**src/rtl/display_arbiter.sv**
```systemverilog
// rtl/display_arbiter.sv - round-robin owner arbitration for the shared LED bar and 7-seg digits
module display_arbiter #(
   parameter int         NREQ     = 3,
   parameter int         MIN_HOLD = 1024,
   parameter int         MAX_HOLD = 65536,
   parameter int         CNT_W    = 17,
   parameter logic [7:0] IDLE_LED = 8'h00
) (
   input  logic              clk,
   input  logic              rstn,
   input  logic [NREQ-1:0]   req,
   input  logic [8*NREQ-1:0] led_in,
   input  logic [4*NREQ-1:0] dig0_in,
   input  logic [4*NREQ-1:0] dig1_in,
   output logic [NREQ-1:0]   gnt,
   output logic              busy,
   output logic [7:0]        led,
   output logic [3:0]        dig0,
   output logic [3:0]        dig1
);

   localparam int PW = (NREQ > 1) ? $clog2(NREQ) : 1;
   localparam logic [CNT_W-1:0] MIN_LAST = CNT_W'(MIN_HOLD - 1);
   localparam logic [CNT_W-1:0] MAX_LAST = CNT_W'(MAX_HOLD - 1);

   typedef enum logic {IDLE, OWN} state_t;

   state_t            state, state_nxt;
   logic [PW-1:0]     rr_ptr, rr_nxt;
   logic [PW-1:0]     own_idx, own_nxt;
   logic [CNT_W-1:0]  hold_cnt, hold_nxt;
   logic [NREQ-1:0]   gnt_nxt;
   logic              busy_nxt;
   logic [7:0]        led_nxt;
   logic [3:0]        dig0_nxt, dig1_nxt;

   logic [NREQ-1:0]   cand;
   logic [PW:0]       pick;
   logic              pick_vld;
   logic [PW-1:0]     pick_idx;
   logic              owner_req, release_ok, at_max;

   // Returns {valid, index} of the first set bit at or after ptr, wrapping.
   function automatic logic [PW:0] rr_pick(input logic [NREQ-1:0] r, input logic [PW-1:0] ptr);
      logic [PW:0] res;
      int          idx;
      res = '0;
      for (int k = NREQ - 1; k >= 0; k--) begin
         idx = (int'(ptr) + k) % NREQ;
         if (r[idx]) res = {1'b1, PW'(idx)};
      end
      return res;
   endfunction

   // While owning, the current owner is masked out so a switch always moves on.
   assign cand       = (state == OWN) ? (req & ~gnt) : req;
   assign pick       = rr_pick(cand, rr_ptr);
   assign pick_vld   = pick[PW];
   assign pick_idx   = pick[PW-1:0];
   assign owner_req  = req[own_idx];
   assign release_ok = !owner_req && (hold_cnt >= MIN_LAST);
   assign at_max     = (hold_cnt == MAX_LAST);

   always_comb begin
      state_nxt = state;
      rr_nxt    = rr_ptr;
      own_nxt   = own_idx;
      hold_nxt  = hold_cnt;
      gnt_nxt   = gnt;
      led_nxt   = led;
      dig0_nxt  = dig0;
      dig1_nxt  = dig1;

      case (state)
         IDLE: begin
            gnt_nxt  = '0;
            led_nxt  = IDLE_LED;
            dig0_nxt = 4'h0;
            dig1_nxt = 4'h0;
            hold_nxt = '0;
         end
         OWN: begin
            if (!at_max) hold_nxt = hold_cnt + CNT_W'(1);
            if (owner_req) begin
               led_nxt  = led_in[8*int'(own_idx) +: 8];
               dig0_nxt = dig0_in[4*int'(own_idx) +: 4];
               dig1_nxt = dig1_in[4*int'(own_idx) +: 4];
            end
            if (release_ok && !pick_vld) begin
               state_nxt = IDLE;
               gnt_nxt   = '0;
               led_nxt   = IDLE_LED;
               dig0_nxt  = 4'h0;
               dig1_nxt  = 4'h0;
               hold_nxt  = '0;
            end
         end
         default: state_nxt = IDLE;
      endcase

      // New grant: from IDLE on any request, from OWN on release or pre-emption.
      if (pick_vld && ((state == IDLE) || (state == OWN && (release_ok || at_max)))) begin
         state_nxt = OWN;
         own_nxt   = pick_idx;
         rr_nxt    = PW'((int'(pick_idx) + 1) % NREQ);
         hold_nxt  = '0;
         gnt_nxt   = {{(NREQ-1){1'b0}}, 1'b1} << pick_idx;
         led_nxt   = led_in[8*int'(pick_idx) +: 8];
         dig0_nxt  = dig0_in[4*int'(pick_idx) +: 4];
         dig1_nxt  = dig1_in[4*int'(pick_idx) +: 4];
      end

      busy_nxt = (state_nxt == OWN);
   end

   always_ff @(posedge clk or negedge rstn) begin
      if (!rstn) begin
         state    <= IDLE;
         rr_ptr   <= '0;
         own_idx  <= '0;
         hold_cnt <= '0;
         gnt      <= '0;
         busy     <= 1'b0;
         led      <= IDLE_LED;
         dig0     <= 4'h0;
         dig1     <= 4'h0;
      end else begin
         state    <= state_nxt;
         rr_ptr   <= rr_nxt;
         own_idx  <= own_nxt;
         hold_cnt <= hold_nxt;
         gnt      <= gnt_nxt;
         busy     <= busy_nxt;
         led      <= led_nxt;
         dig0     <= dig0_nxt;
         dig1     <= dig1_nxt;
      end
   end

endmodule

```
**config.mk**
```make
export PLATFORM = sky130hd
export DESIGN_NAME = display_arbiter
export DESIGN_NICKNAME = d
export VERILOG_FILES = /design/src/rtl/display_arbiter.sv
export SDC_FILE = /design/constraint.sdc
export NUM_CORES = 1
export LEC_CHECK = 0
export CORE_MARGIN = 1
export CORE_UTILIZATION = 60
export DETAILED_ROUTE_END_ITERATION = 12
export DONT_BUFFER_PORTS = 1
export GPL_ROUTABILITY_DRIVEN = 0
export GPL_TIMING_DRIVEN = 0
export PLACE_DENSITY_LB_ADDON = 0.08
export SYNTH_ARGS = -nofsm -noshare
export SYNTH_HDL_FRONTEND = slang
export SYNTH_SLANG_ARGS = --single-unit
```
**constraint.sdc**
```tcl
create_clock -name clk -period 3.18 [get_ports clk]
set_input_delay 0.636 -clock clk [delete_from_list [all_inputs] [get_ports clk]]
set_output_delay 0.636 -clock clk [all_outputs]
set_load 0.005 [all_outputs]
```
==> results by group, run 1 <==
Pwr
  • P_int: 1010 uW
  • Switching Fraction: 31.3%
  • Net Sw Power: 461 uW
  • Static Leakage: 0.00126 uW
  • Flop pwr share: 47.3%
  • PD cells: 497 nW/um2
  • Combinational share of power: 22.7%
  • Worst vdd ir: 0.283 mV
  • Clock share of power: 30.0%
  • Total power: 1470 uW

GRT
  • Total GRT Usage: 31.4%
  • Pin count of the biggest net entering global routing: 42
  • Gr ovfl total: 0
  • Vias in the first global route: 2426
  • First-pass GRT wire length: 12100 um
  • Initial antenna violation count: 0

CTS
  • CTS Buf Count: 5
  • Hold buffer count at CTS: 0
  • CTS resizes: 0
  • CTS Sinks: 41
  • H-Tree Depth: 2
  • CTS tree: yes
  • CTS Root Cell: clkbuf_8
  • Clock Latency Late Sink: 0.30 ns
  • Setup bufs post-CTS: 0
  • Max Root-Sink Buffers: 2
  • Clock-pin slew on the worst setup and hold paths: 0.08 ns

STA
  • Max-slew violations: 0
  • Clock Skews: 0.00621 ns
  • Fmax: 351 MHz
  • Worst slew margin: 57.5%
  • RSZ-0062 raised after global routing: false
  • Minimum clock period: 2.85 ns
  • Worst-Margin Slew: 0.637 ns
  • Final hold violation count: 0
  • Post-route worst setup slack: 0.331 ns
  • Post-route clock period utilization: 89.6%
  • Setup violators final: 0
  • Post-route setup TNS: 0 ns

Run status
  • Status: complete, no violations

Yosys
  • Synth async-reset ratio: 100%
  • Syn_nets: 378
  • Cell area after synthesis: 2780 um2
  • Post-synthesis cell type count: 44
  • Post-synth top area share: 36.9%
  • Share of the yosys chip area belonging to registers: 36.9%
  • Flip-flop and latch count after synthesis: 41
  • Syn Inst Count: 318
  • Largest cells by area after synthesis: dfrtp_1 37%, nor2_1 7.6%, mux2_2 6.9%, nand2_1 6.2%, a221oi_1 5.0%
  • Most used DFF post-synth: dfrtp_1
  • Cell taking the most area after synthesis: dfrtp_1
  • Number of synthesized flops with an enable pin: 0
  • Syn Area/Cell: 8.75 um2
  • Yosys warning total: 0

Floorplanning
  • I/O pins: 73
  • Placeable Area: 4410 um2
  • Initial Utilization: 63.1%
  • Die H: 70.1 um
  • Width of the chip: 70.1 um
  • Die ar.: 4920 um2
  • Site Rows: 24

Drt
  • Vias: 2467
  • Pre-Repair DR Iteration Count: 4
  • Routed len/inst: 19.1 um
  • Post-detailed-routing wire length: 7180 um
  • Avg Vias per Cell: 6.54
  • Iteration-0 DRC count of the detailed router: 234
  • Routed Antenna Nets: 0
  • Drc violations: 0

Placement
  • PortBufs: 0
  • Final HPWL from detailed placement: 5100 um
  • Cell Area, Placed: 2850 um2
  • DP Worst Slack: 0.291 ns
  • Cell Count Post-Placement: 370

Setup path
  • Crit start category: flop
  • CP Launch Point: rr_ptr[0]$_DFFE_PN0P_
  • Reg2Reg Setup Slack: 0.33 ns
  • FF-to-FF End: rr_ptr[0]$_DFFE_PN0P_
  • Worst reg-to-reg path cell count: 8
  • CP endpoint: rr_ptr[0]$_DFFE_PN0P_
  • Worst R2R Start: rr_ptr[0]$_DFFE_PN0P_
  • Crit end category: flop
  • Worst EP required: 3.37 ns
  • Worst setup path class: flop to flop
  • Crit path DAT: 3.04 ns
  • Worst Path Max Fanout: 11

Layout
  • Layout Cells excl Fill: 377
  • Commonest non-fill, non-tap cell in the layout: nor2_1
  • Finished Cell Area: 2970 um2
  • Layout cells sized above 1: 12.0%
  • # nets final: 384
  • Most frequent cells in the layout: 56 x nor2_1, 46 x nand2_1, 41 x dfrtp_1
  • Layout area overhead: 6.52%
  • N_diodes: 0

Worst hold path
  • Hold Crit Class: input pin to async pin

Job
  • Max-cap violation count: 0
## cell usage after synthesis (all sizes together) (4+ instances only)
library cell  count
ha                7
nand3             5
nor3              4
nand2            46
buf               9
a311oi           16
dfrtp            41
and3              4
xnor2             8
o22a             17
xor2              7
o21ai             4
nor4              4
inv              12
mux2             18
clkbuf           13
nor2             56
a221oi           16
## registers in the layout, summed over array words and instances, names as in the netlist
register / flops
dig0: 4
gnt: 3
state: 1
own_idx: 2
dig1: 4
rr_ptr: 2
led: 8
hold_cnt: 17
## stage by stage
step           util (%)  hold slack (ns)
5_1_grt            67.2          0.00738
3_5_place_dp       64.5            0.342
4_1_cts            67.3           0.0177
3_3_place_gp       64.5            0.342
6_report           67.2           0.0200
2_1_floorplan         -            0.340
## power groups by stage
| stage | clock network, uW | logic (uW) | registers (uW) |
|---|---|---|---|
| 6_report | 442 | 335 | 698 |
| 5_1_grt | 466 | 379 | 711 |
| 4_1_cts | 447 | 334 | 697 |
| 3_5_place_dp | 0 | 333 | 707 |
| 3_3_place_gp | 0 | 322 | 706 |
| 2_1_floorplan | 0 | 269 | 686 |
## cell type report
class / instances / area [um2]
Buffer: 21 / 110
Clock buffer: 6 / 82.6
Clock inverter: 2 / 37.5
Fill cell: 365 / 1450
Inverter: 14 / 52.6
Multi-Input combinational cell: 241 / 1590
Sequential cell: 41 / 1030
Tap cell: 52 / 65.1
## routing by layer
metal	part of all wire [%]	vias up	GRT usage, %
met4	1.7	0	10.0
met3	9.7	11	8.66
met2	50	110	50.4
met1	39	1186	41.2
met5	0	-	0
li1	-	1160	-
## critical path: stages (launching register included)
cell	delay, ns
dfrtp_1	0.40
inv_1	0.07
ha_1	0.37
and3_1	0.21
or4b_1	0.51
clkbuf_1	0.25
clkbuf_1	0.33
ha_1	0.34
mux2_2	0.26
## cell families after synthesis
| family | Yosys count | synth area share [%] |
|---|---|---|
| AO/OA/AOI/OAI | 71 | 21.8 |
| XOR/XNOR | 15 | 4.72 |
| adder cells (fa/ha/maj) | 7 | 3.15 |
| buffers and inverters | 36 | 5.98 |
| flip-flops | 41 | 36.9 |
| multiplexers | 19 | 7.78 |
| AND/OR/NAND/NOR | 129 | 19.8 |
## worst min-delay path by stage
stage                     start  depth (start not counted)  slack (ns)                       end
final                      rstn                          0        0.02  hold_cnt[15]$_DFFE_PN0P_
after global routing       rstn                          0       0.007       dig0[0]$_DFFE_PN0P_
after CTS                  rstn                          0        0.02  hold_cnt[13]$_DFFE_PN0P_
after detailed placement   rstn                          0        0.34        led[3]$_DFFE_PN0P_
after global placement     rstn                          0        0.34        led[3]$_DFFE_PN0P_
after floorplan            rstn                          0        0.34       dig0[0]$_DFFE_PN0P_
(Power assumes the default switching activity.)
==> inputs of run 2 (changes only) <==
- GPL_TIMING_DRIVEN: 0 -> unset
- clock period: 3.18 -> 2.91 ns (I/O delays scaled with it)
==> results by group, run 2 (synthesized netlist as in run 1, its figures left out) <==
Run status
  • Status: complete, no violations

STA
  • Final hold violation count: 0
  • Max-slew violations: 0
  • Minimum clock period: 2.70 ns
  • Post-route clock period utilization: 92.7%
  • Setup violators final: 0
  • RSZ-0062 raised after global routing: false
  • Worst-Margin Slew: 0.690 ns
  • Clock Skews: 0.00538 ns
  • Worst slew margin: 54.0%
  • Post-route setup TNS: 0 ns
  • Fmax: 371 MHz

CTS
  • Clock Latency Late Sink: 0.29 ns
  • Max Root-Sink Buffers: 2
  • Setup bufs post-CTS: 0
  • CTS Root Cell: clkbuf_8
  • CTS resizes: 0
  • H-Tree Depth: 2
  • CTS tree: yes
  • CTS Sinks: 41
  • CTS Buf Count: 5
  • Hold buffer count at CTS: 1
  • Clock-pin slew on the worst setup and hold paths: 0.08 ns

Placement
  • PortBufs: 0
  • Final HPWL from detailed placement: 4680 um
  • Cell Count Post-Placement: 357

Layout
  • Multi-input gate area: 1590 um2
  • # nets final: 373
  • FF/Latch Area: 1030 um2
  • Layout Cells excl Fill: 366
  • Final Util: 66.5%
  • Commonest non-fill, non-tap cell in the layout: nor2_1
  • Largest regs: hold_cnt (17), led (8)
  • Fill cells: 360
  • Most frequent cells in the layout: 56 x nor2_1, 46 x nand2_1, 41 x dfrtp_1
  • Max reg flops: 17
  • Layout cells sized above 1: 13.1%
  • N_diodes: 0
  • Register with the most flip-flops: hold_cnt
  • Layout area overhead: 5.48%

Setup path
  • Worst reg-to-reg path cell count: 8
  • Worst EP required: 3.14 ns
  • Worst Path Max Fanout: 16
  • Crit end category: flop
  • FF-to-FF End: dig1[2]$_DFFE_PN0P_
  • Worst R2R Start: hold_cnt[4]$_DFFE_PN0P_
  • Crit start category: flop
  • Crit path DAT: 2.92 ns
  • CP Launch Point: hold_cnt[4]$_DFFE_PN0P_
  • Reg2Reg Setup Slack: 0.21 ns
  • Worst setup path class: flop to flop

Floorplanning
  • I/O pins: 73
  • Site Rows: 24
  • Initial Utilization: 63.1%
  • Die ar.: 4920 um2
  • Placeable Area: 4410 um2
  • Width of the chip: 70.1 um
  • Die H: 70.1 um

Pwr
  • Static Leakage: 0.00126 uW
  • Net Sw Power: 499 uW
  • Switching Fraction: 32.3%
  • P_int: 1050 uW
  • Flop pwr share: 49.7%
  • PD cells: 526 nW/um2
  • Clock share of power: 26.4%
  • Worst vdd ir: 0.245 mV
  • Combinational share of power: 23.9%

GRT
  • Total GRT Usage: 28.8%
  • First-pass GRT wire length: 11300 um
  • Vias in the first global route: 2407
  • Pin count of the biggest net entering global routing: 42
  • Initial antenna violation count: 0
  • Gr ovfl total: 0

Drt
  • Routed Antenna Nets: 0
  • Avg Vias per Cell: 6.53
  • Post-detailed-routing wire length: 6710 um
  • Pre-Repair DR Iteration Count: 4
  • Iteration-0 DRC count of the detailed router: 166
  • Routed len/inst: 18.3 um
  • Vias: 2390
  • Drc violations: 0

Worst hold path
  • Hold Crit Class: input pin to async pin

Job
  • Max-cap violation count: 0
==> run 2: cell count changes in the layout (fill, tap and decap cells not counted), sizes merged <==
| cell | before | now |
|---|---|---|
| clkbuf | 18 | 7 |
| clkinvlp | 1 | 0 |
| buf | 9 | 10 |
| bufinv | 1 | 0 |
| clkinv | 2 | 3 |
==> run 2: worst max-delay path, cell delays in order, from the launching register on <==
cell,delay (ns)
dfrtp_1,0.42
nand4_1,0.22
nor2_1,0.15
nand2_1,0.06
nor4_1,0.30
ha_1,0.43
a41o_1,0.25
a221o_1,0.57
o22a_1,0.24
==> run 2: per-stage QoR <==
step | total power, uW | hold WS, ns | worst slack (ns) | area [um2]
finish | 1540 | 0.133 | 0.214 | 2940
global route | 1640 | 0.129 | 0.0420 | 2940
CTS | 1550 | 0.135 | 0.211 | 2940
detailed placement | 1130 | 0.288 | 0.229 | 2820
global placement | 1120 | 0.288 | 0.335 | 2820
floorplan | 1040 | 0.286 | 0.465 | 2780
==> run 2: cell type report <==
class | instances | share of cell area [%]
multi-input combinational | 241 | 54.2
inverter | 14 | 1.79
tap | 52 | 2.22
timing repair buffer | 10 | 3.41
clock inverter | 1 | 0.170
sequential | 41 | 34.9
clock buffer | 7 | 3.28
==> run 2: worst max-delay path by stage <==
| stage | end | slack [ns] | cells past startpoint |
|---|---|---|---|
| after global placement | dig1[2]$_DFFE_PN0P_ | 0.34 | 8 |
| final | dig1[2]$_DFFE_PN0P_ | 0.21 | 8 |
| after CTS | dig1[2]$_DFFE_PN0P_ | 0.21 | 8 |
| after global routing | dig1[2]$_DFFE_PN0P_ | 0.04 | 8 |
| after detailed placement | dig1[2]$_DFFE_PN0P_ | 0.23 | 8 |
| after floorplan | rr_ptr[0]$_DFFE_PN0P_ | 0.46 | 8 |
==> run 2: power groups by stage <==
stage               Combinational [uW]  Clock [uW]  Sequential [uW]
CTS                                370         415              767
detailed placement                 354           0              779
global route                       421         444              778
finish                             369         408              767
global placement                   344           0              772
floorplan                          294           0              750
==> run 2: layer usage <==
| layer | vias up | share of wire [%] | track usage, % |
|---|---|---|---|
| met2 | 80 | 50 | 50.1 |
| li1 | 1139 | - | - |
| met1 | 1159 | 42 | 34.8 |
| met4 | 0 | 1.7 | 9.11 |
| met3 | 12 | 6.7 | 7.36 |
| met5 | - | 0 | 0 |
==> variant: new RTL, flow settings as in run 1 <==
Set the parameter `CNT_W` to 34 (it was 17).
--- a/src/rtl/display_arbiter.sv
+++ b/src/rtl/display_arbiter.sv
@@ -4,5 +4,5 @@
    parameter int         MIN_HOLD = 1024,
    parameter int         MAX_HOLD = 65536,
-   parameter int         CNT_W    = 17,
+   parameter int         CNT_W    = 34,
    parameter logic [7:0] IDLE_LED = 8'h00
 ) (
Function: no difference found for any inputs over 4 cycles, from zero or initial values and one cycle with rstn low; that may be too few to reach the edited logic, so the function may still have changed.
==> variant against run 1 <==
Utilization up 1.6 points. Clock power up 72%. Sequential cell count up 17. First-iteration DRC count down 3.0%. Routed wire length up 37%. Power rose to 2.8 times the old value. Non-clock buffer count up 14. Worst setup slack worse by 0.015 ns. Via count up 42%. Area after synthesis up 37%. Design area up 40%. Critical path type unchanged. Critical endpoint is now hold_cnt[22]$_DFFE_PN0P_. Largest cell class unchanged. Largest power group is now combinational cells. Highest routed layer unchanged.
==> variant: results (changes against run 1) <==
run_status:
  status: "finished, final reports clean"  # unchanged
detailed_routing:
  drtIter0Drc: 227  # was 234
  routed_wirelength_um: 9860  # was 7180 um
  drt-vias-per-instance: 6.46  # was 6.54
  dr.pass1.iters: 5  # was 4
  wl_per_cell_um: 18.2  # was 19.1 um
clock_tree:
  cts_sinks: 58  # was 41
  cts_max_level: 3  # was 2
  cts_inserted_buffers: 9  # was 5
critical_path:
  rr_worst_depth: 10  # was 8
  cp_max_fo: 10  # was 11
  cpMaxStageDelayCell: "dfrtp_1"  # was or4b_1
  slowest_delay_ns: 0.38  # was 0.51 ns
  cp_data_arrival_time_ns: 3.09  # was 3.04 ns
  cp-end-kind: "flip-flop"  # unchanged
  r2r-start: "hold_cnt[0]$_DFFE_PN0P_"  # was rr_ptr[0]$_DFFE_PN0P_
  crit-reg2reg-capture: "hold_cnt[22]$_DFFE_PN0P_"  # was rr_ptr[0]$_DFFE_PN0P_
sta:
  finalClockSkew_ns: 0.0102  # was 0.00621 ns
  worst_pin_slew_ns: 0.742  # was 0.637 ns
  whs_ns: 0.151  # was 0.0200 ns
  fin_ws_ns: 0.316  # was 0.331 ns
synthesis:
  synth-compound-area-share_pct: 18.3  # was 21.8%
  synth.mux.area_fraction_pct: 5.26  # was 7.78%
  synth_fa_ha_area_share_pct: 1.97  # was 3.15%
  synth_nets: 508  # was 378
  syn_inst: 449  # was 318
  yosysUniqueCellTypes: 47  # was 44
  ys_seq_area_share_pct: 38.2  # was 36.9%
cells_and_area:
  buf_share_pct: 4.13  # was 3.71%
  fillers: 507  # was 365
  inv_count: 25  # was 14
  n_all_buffers: 35  # was 21
  clock_buffers: 11  # was 6
  multi_input_area_share_pct: 51.1  # was 53.7%
  multi_input_area_sq_mm: 0.00212  # was 0.00159 sq mm
  seq_share_pct: 35.0  # was 34.6%
  multi_input_cells: 332  # was 241
  final_layout_size_suffix_gt1_share_pct: 7.51  # was 12.0%
global_routing:
  grt_pass1_wl_um: 15700  # was 12100 um
  grt_max_degree: 59  # was 42
  track_usage_pct: 31.0  # was 31.4%
placed_design:
  placed_area_sq_mm: 0.00390  # was 0.00285 sq mm
  placedCellCount: 524  # was 370
  hpwl_um: 7160  # was 5100 um
power:
  power.net_switching_uw: 1920  # was 461 uW
  powerDensity_mw_per_mm2: 1000  # was 497 mW/mm^2
  peakVddDrop_uv: 679  # was 283 uV
  p_comb_share_pct: 53.7  # was 22.7%
variant: cell types whose count changed in the layout (fill, tap and decap cells not counted), sizes merged, moves of 17 or more:
cell	before	now
dfrtp	41	58
clkbuf	18	36
nand3	5	28
o211ai	0	17
nand4	2	26
o21ai	4	24
o22a	17	0
variant: metal layers:
layer	routed length (um)	vias to the layer above	global-route usage [%]	part of all wire [%]
met2	4750	156	51.2	48
met1	4250	1657	39.6	43
li1	-	1669	-	-
met4	127	0	11.4	1.3
met5	0	-	0	0
met3	734	12	7.00	7.4
variant: timing repair:
item | CTS | global route
endpoints found under the hold margin | 58 | 0
endpoints found under the setup margin | 0 | 3
hold buffers | 1 | 0
setup buffers | 0 | 0
gates resized for setup | 0 | 1
variant: critical path: cells and delay by family, from the launching register on:
family                   cells  cell delay [ns]
adder cells (fa/ha/maj)      1             0.22
buffers and inverters        3             0.85
AND/OR/NAND/NOR              6             1.28
flip-flops                   1             0.38
